**src/rtl/ysyx_22050710_wbu.sv**
```systemverilog
// Write-back stage: MemOP extension, load alignment check, 2-entry skid buffer, retire counter.
// Latency 1 cycle from accept to o_valid; o_ready is registered and drops while both slots are full.
module ysyx_22050710_wbu #(
  parameter int XLEN   = 64,
  parameter int RIDX_W = 5
) (
  input  logic              i_clk,
  input  logic              i_rst,
  input  logic              i_flush,
  input  logic              i_valid,
  output logic              o_ready,
  input  logic [XLEN-1:0]   i_alu_result,
  input  logic [XLEN-1:0]   i_mem_rdata,
  input  logic [2:0]        i_MemOP,
  input  logic              i_MemtoReg,
  input  logic              i_RegWr,
  input  logic [RIDX_W-1:0] i_rd,
  output logic              o_valid,
  input  logic              i_ready,
  output logic              o_RegWr,
  output logic [RIDX_W-1:0] o_rd,
  output logic [XLEN-1:0]   o_wdata,
  output logic              o_misalign,
  output logic [63:0]       o_retired
);

  typedef struct packed {
    logic              regwr;
    logic [RIDX_W-1:0] rd;
    logic [XLEN-1:0]   wdata;
    logic              misalign;
  } ent_t;

  typedef enum logic [1:0] {S_EMPTY, S_ONE, S_TWO} state_t;

  state_t          state_q, state_d;
  ent_t            head_q, head_d, skid_q, skid_d, in_ent;
  logic            ready_q;
  logic [63:0]     retired_q, retired_d;
  logic [XLEN-1:0] ext;
  logic            mis;
  logic            accept, handoff;

  always_comb begin
    ext = '0;
    case (i_MemOP)
      3'b000:  ext = {{(XLEN-8){i_mem_rdata[7]}},   i_mem_rdata[7:0]};
      3'b001:  ext = {{(XLEN-8){1'b0}},             i_mem_rdata[7:0]};
      3'b010:  ext = {{(XLEN-16){i_mem_rdata[15]}}, i_mem_rdata[15:0]};
      3'b011:  ext = {{(XLEN-16){1'b0}},            i_mem_rdata[15:0]};
      3'b100:  ext = {{(XLEN-32){i_mem_rdata[31]}}, i_mem_rdata[31:0]};
      3'b101:  ext = {{(XLEN-32){1'b0}},            i_mem_rdata[31:0]};
      3'b110:  ext = i_mem_rdata;
      default: ext = '0;
    endcase
  end

  // Byte loads and the "no memory op" encoding never fault.
  assign mis = i_MemtoReg &
               (((i_MemOP[2:1] == 2'b01) & i_alu_result[0]) |
                ((i_MemOP[2:1] == 2'b10) & (|i_alu_result[1:0])) |
                ((i_MemOP == 3'b110) & (|i_alu_result[2:0])));

  always_comb begin
    in_ent.misalign = mis;
    in_ent.rd       = i_rd;
    in_ent.regwr    = i_RegWr & (i_rd != '0) & ~mis;
    in_ent.wdata    = mis ? '0 : (i_MemtoReg ? ext : i_alu_result);
  end

  assign accept  = i_valid & ready_q;
  assign handoff = (state_q != S_EMPTY) & i_ready;

  always_comb begin
    state_d   = state_q;
    head_d    = head_q;
    skid_d    = skid_q;
    retired_d = retired_q;
    case (state_q)
      S_EMPTY: if (accept) begin
        head_d  = in_ent;
        state_d = S_ONE;
      end
      S_ONE: begin
        if (accept && handoff) begin
          head_d = in_ent;
        end else if (accept) begin
          skid_d  = in_ent;
          state_d = S_TWO;
        end else if (handoff) begin
          state_d = S_EMPTY;
        end
      end
      S_TWO: if (handoff) begin
        head_d  = skid_q;
        state_d = S_ONE;
      end
      default: state_d = S_EMPTY;
    endcase
    if (handoff) retired_d = retired_q + 64'd1;
    // Flush wins over everything else this cycle, including the counter.
    if (i_flush) begin
      state_d   = S_EMPTY;
      head_d    = head_q;
      skid_d    = skid_q;
      retired_d = retired_q;
    end
  end

  always_ff @(posedge i_clk) begin
    if (!i_rst) begin
      state_q   <= S_EMPTY;
      head_q    <= '0;
      skid_q    <= '0;
      ready_q   <= 1'b1;
      retired_q <= '0;
    end else begin
      state_q   <= state_d;
      head_q    <= head_d;
      skid_q    <= skid_d;
      ready_q   <= (state_d != S_TWO);
      retired_q <= retired_d;
    end
  end

  assign o_ready    = ready_q;
  assign o_valid    = (state_q != S_EMPTY);
  assign o_RegWr    = head_q.regwr;
  assign o_rd       = head_q.rd;
  assign o_wdata    = head_q.wdata;
  assign o_misalign = head_q.misalign;
  assign o_retired  = retired_q;

endmodule
```
**config.mk**
```make
export PLATFORM = sky130hd
export DESIGN_NAME = ysyx_22050710_wbu
export DESIGN_NICKNAME = d
export VERILOG_FILES = /design/src/rtl/ysyx_22050710_wbu.sv
export SDC_FILE = /design/constraint.sdc
export NUM_CORES = 1
export LEC_CHECK = 0
export ABC_AREA = 1
export CAP_MARGIN = 20
export CORE_AREA = 2 2 215 217
export DETAILED_ROUTE_END_ITERATION = 8
export DIE_AREA = 0 0 217 219
export PLACE_DENSITY = 0.44
export SLEW_MARGIN = 40
export SYNTH_ARGS = -nofsm -noshare
export SYNTH_HDL_FRONTEND = slang
export SYNTH_SLANG_ARGS = --single-unit
```
**constraint.sdc**
```tcl
create_clock -name i_clk -period 4.2 [get_ports i_clk]
set_input_delay 0.84 -clock i_clk [delete_from_list [all_inputs] [get_ports i_clk]]
set_output_delay 0.84 -clock i_clk [all_outputs]
set_load 0.01 [all_outputs]
```
; ---- After elaboration in Yosys (flattened, before gate mapping)
; Index checks and enable logic that the tools add are counted.
[word_totals]
elab_cells = 64
input_bits = 143
out_inout_bits = 137
rom_bits = 0
mem_bits_rw = 0
latchBits = 0
regBits = 209
memories = 0
[classes]
reduce_logical = 11
n_bitwise = 13
add_sub_neg = 1
mul = 0
div = 0
n_eq_ne = 14
muxes = 14
shift = 0
n_lt_le_gt_ge = 0
[ops]
columns = operator, count
row1 = $pmux W64 S7, 1
row2 = $mux W71, 3
row3 = $pmux W71 S3, 1
row4 = $mux W64, 2
row5 = $add A64 B1 Y64 const B, 1
row6 = $mux W2, 6
row7 = $eq A3 B3 Y1 const B, 3
row8 = $and A1 B1 Y1, 8
row9 = $ne A2 B2 Y1 const B, 4
row10 = $eq A3 B2 Y1 const B, 2
row11 = $pmux W2 S3, 1
row12 = $reduce_and A5 Y1, 1
row13 = $reduce_bool A5 Y1, 1
row14 = $eq A2 B1 Y1 const B, 2
row15 = $eq A2 B2 Y1 const B, 2
row16 = $reduce_and A4 Y1, 1
row17 = $eq A3 B1 Y1 const B, 1
row18 = $logic_not A3 Y1, 1
row19 = $not A1 Y1, 3
row20 = $reduce_bool A3 Y1, 1
row21 = $reduce_or A3 Y1, 1
row22 = $logic_not A2 Y1, 1
row23 = $or A1 B1 Y1, 2
row24 = $reduce_and A2 Y1, 1
row25 = 3 further kinds, 3

; ---- Logic depth before layout (Yosys ltp)
[depth]
word_depth = 9
mapped_depth = 12
mapped_depth_nobuf = 11

; ---- Least setup slack after synthesis
; Ideal clock, no wire load.
[synth_path]
path_type = in2reg
start = input port i_flush
end = register retired_q[39], in the netlist o_retired[39]
setup_time_ns = 0.128
slack_ns = 2.178
arrival_ns = 1.894
required_ns = 4.072
n_path_buf = 0
path_stages = 10
path_cell_list = inv_1 -> nand2_1 -> nor2_4 -> nand4_1 -> nor2_2 -> nand3_1 -> nor2_1 -> nand2_1 -> nand2_1 -> nor2_1
[synth_between]
elab_chain_len = 2
[synth_rtl]
columns = element, line
row1 = "start, declared", 9  ; input logic i_flush,
row2 = $not A1 Y1 (no source line), n/a
row3 = $reduce_and A2 Y1 (no source line), n/a
row4 = "end signal, assigned", 122  ; retired_q <= retired_d;
row5 = "end, declared", 39  ; logic [63:0] retired_q, retired_d;
; Every way passes these cells.
; A chain may end at the register's enable or synchronous reset.

; ---- Worst setup path after layout
[layout_path]
start = input port i_flush
end = register retired_q[25], in the netlist o_retired[25]
; The elaborated chain is that of the path after synthesis.

==> out/results.ini <==
[layout]
mostFrequentLayoutCell=sky130_fd_sc_hd__nand2_1
ff_latch_area_sq_um=4180
nets=2136
nFillCells=4942
drive_above_1_share_pct=5.52
area_used_by_multi_input_combinational_logic_sq_um=6070
areaGrowthSynthToFinish_pct=37.2
layout.cells.most_common_list=sky130_fd_sc_hd__nand2_1 (597), sky130_fd_sc_hd__clkdlybuf4s50_1 (278), sky130_fd_sc_hd__dfxtp_1 (209), sky130_fd_sc_hd__a21oi_1 (176), sky130_fd_sc_hd__nor2_1 (171)

[power_and_ir_drop]
netSwitchingFraction_pct=26.5
vdd_ir_drop_max_v=0.000296
internal_power_mw=3.77
netSwitchingPower_mw=1.36
p_comb_share_pct=13.3
pwr_density_nw_per_um2=334
power_frac_seq_pct=40.5
clock_power_share_pct=46.2
leakagePower_nw=6.33

[global_routing]
groute.usage.overall_pct=18.2
grt_util_met2_pct=29.6
gr-max-usage-layer=met2
grtUsageMet1_pct=23.4
grt_overflow=0
grt_pass1_vias=11817
grt_start_max_net_pins=124
wire_length_of_the_first_global_routing_pass_mm=68.5
global_route.usage.met3_pct=4.71
initial_antenna_violation_count=7

[place]
preCtsSetupSlack_ns=1.04
hpwlAfterDp_mm=30.0
finalWeightedCongestion=0.863
placement.io_buffers=279

[synth]
post_synth_inst_count=1767
syn_area_per_cell_sq_um=6.35
synth.yosys.seq_area_share_pct=37.3
synthesis.nets=1911
synth-main-ff-cell=sky130_fd_sc_hd__dfxtp_1
ffs_w_async_s_r_synth_pct=0
synthesis.area_sq_um=11200
ys_types=43
number_of_enable_type_register_cells_in_the_synthesized_netlist=0
yosysWarningCount=0
synth_seq_cells=209

[setup_path]
rr_startpoint=state_q[0]
worst-setup-path-type=in2reg
timing.critical_path.from_type=input pin
reg2regPathDepth=8
regToRegEndpoint=o_retired[25]
critPathCaptureType=flip-flop
cp.required_ns=4.66
cp.arrival_ns=3.06
reg2reg_slack_ns=1.92
critPathMaxFanout=21
timing.critical_path.from=i_flush

[timing]
setup_viol=0
period_share_pct=62.0
grt_setup_unrepaired=false
fin_setup_tns_ns=0
achievable-frequency_mhz=384
final_hold_violations=0
fin_max_slew_vios=0
crit_path_setup_slack_layout_ns=1.60
final.min_clock_period_ns=2.60
tightestPinTransition_ns=0.764
slew-limit-headroom_pct=49.1
skew_ns=0.00576

[cts]
htreeDepth=1
cts_buffers=27
worst_skew_pair.late_latency_ns=0.57
cts_buffer_depth=3
clockRootBuffer=sky130_fd_sc_hd__clkbuf_16
tritoncts=yes
worst_setup_hold_path_clk_slew_ns=0.06
cts_sinks=209
cts_hold_buf=0
post_cts_buffers=0
cts_resized=0

[route]
vias=12166
dr.first_iter.drc_count=777
routed_via_density=4.65
drt-pass1-iter-count=5
drc=0
detail_route.wirelength_mm=44.3
post_drt_wl_per_cell_microns=16.9
final_antenna_net_count=0

[worst_hold_path]
worst_hold_path_startpoint=skid_q[66]
worst_hold_path.endpoint=o_rd[1]
timing.hold.worst_path_depth=2
hp-class=reg2reg

[outcome]
outcome=completed

[floorplan]
boundaryPins=280
floorplan.die.width_microns=217
design.core.area_sq_um=45100
num_rows=78
dieHeight_microns=219
design.die.area_sq_um=47500
start_util_pct=24.9

[flow_run]
cap_violations=0

[cells by family after synthesis]
family | after synthesis | synth area share, %
AOI/OAI and AO/OA | 415 | 20.4
buffers and inverters | 236 | 8.79
and+or+nand+nor | 894 | 32.5
DFF | 209 | 37.3
xor gates and xnor gates | 12 | 0.937
adders and majority gates | 1 | 0.112
[cells in the mapped netlist (5+ instances only)]
cell type | instances | share of area, %
sky130_fd_sc_hd__nand2_1 | 597 | 20
sky130_fd_sc_hd__dfxtp_1 | 209 | 37
sky130_fd_sc_hd__a21oi_1 | 176 | 7.9
sky130_fd_sc_hd__nor2_1 | 172 | 5.8
sky130_fd_sc_hd__o21ai_0 | 164 | 7.3
sky130_fd_sc_hd__inv_1 | 132 | 4.4
sky130_fd_sc_hd__nand3_1 | 70 | 3.1
sky130_fd_sc_hd__clkbuf_1 | 56 | 1.9
sky130_fd_sc_hd__o21bai_1 | 35 | 2.3
sky130_fd_sc_hd__buf_2 | 20 | 0.89
sky130_fd_sc_hd__a21oi_2 | 18 | 1.4
sky130_fd_sc_hd__nand4_1 | 11 | 0.61
sky130_fd_sc_hd__nor3_1 | 11 | 0.49
sky130_fd_sc_hd__buf_1 | 10 | 0.33
sky130_fd_sc_hd__o211ai_1 | 10 | 0.67
sky130_fd_sc_hd__a31oi_1 | 8 | 0.45
sky130_fd_sc_hd__nand2_2 | 8 | 0.45
sky130_fd_sc_hd__nor2_2 | 8 | 0.45
sky130_fd_sc_hd__xor2_1 | 7 | 0.55
sky130_fd_sc_hd__buf_4 | 6 | 0.40
sky130_fd_sc_hd__inv_2 | 5 | 0.17
sky130_fd_sc_hd__xnor2_1 | 5 | 0.39
[worst max path at each step]
stage | end | slack (ns) | cells past startpoint
after floorplan | o_retired[39] | 2.18 | 10
after global placement | o_retired[25] | 1.04 | 9
after detailed placement | o_retired[25] | 1.04 | 10
after CTS | o_valid | 1.59 | 3
after global routing | o_retired[25] | 1.43 | 10
final | o_retired[25] | 1.60 | 10
[area by class of cell]
type,instances,share of cell area [%]
inverters,139,3.44
well taps,600,4.88
clock buffers,41,5.12
diodes,6,0.0976
clock inverters,8,0.699
repair buffers,293,19.2
flip-flops and latches,209,27.2
multi-input cells,1322,39.4
[flip-flops by register name, indices dropped and copies added, names as in the netlist]
register and cells:
o_retired 64, o_wdata 64, skid_q 71, o_rd 5, o_misalign 1, state_q 2
o_RegWr 1, o_ready 1
[per-layer routing]
metal	wire length, microns	up-vias
li1	-	6141
met1	20300	5598
met2	19600	354
met3	3040	71
met4	1310	2
met5	11	-
[worst max-delay path: stages]
cell and delay [ns]:
sky130_fd_sc_hd__clkdlybuf4s50_1 0.42, sky130_fd_sc_hd__inv_1 0.10, sky130_fd_sc_hd__nand2_1 0.09, sky130_fd_sc_hd__nor2_4 0.22
sky130_fd_sc_hd__buf_4 0.31, sky130_fd_sc_hd__inv_1 0.29, sky130_fd_sc_hd__nor3_1 0.44, sky130_fd_sc_hd__nand2_1 0.12
sky130_fd_sc_hd__o21ai_0 0.17, sky130_fd_sc_hd__a21oi_1 0.06
[power groups by stage]
stage	combinational, mW	clock, mW	sequential (mW)
final	0.682	2.37	2.08
after CTS	0.690	2.45	2.08
after global placement	0.688	0	2.12
after detailed placement	0.688	0	2.12
after global routing	0.754	2.53	2.08
after floorplan	0.321	0	2.13
[metrics by stage]
stage / cells / util (%) / hold slack, ns / area (sq um) / power (mW)
floorplan: 1767 / - / 0.456 / 11200 / 2.46
global placement: 2563 / 32.1 / 0.468 / 14500 / 2.81
detailed placement: 2563 / 32.1 / 0.472 / 14500 / 2.81
CTS: 2612 / 34.1 / 0.481 / 15400 / 5.22
global route: 2615 / 34.1 / 0.504 / 15400 / 5.36
finish: 2618 / 34.1 / 0.478 / 15400 / 5.13
No activity file was read; power rests on OpenSTA's default activity.
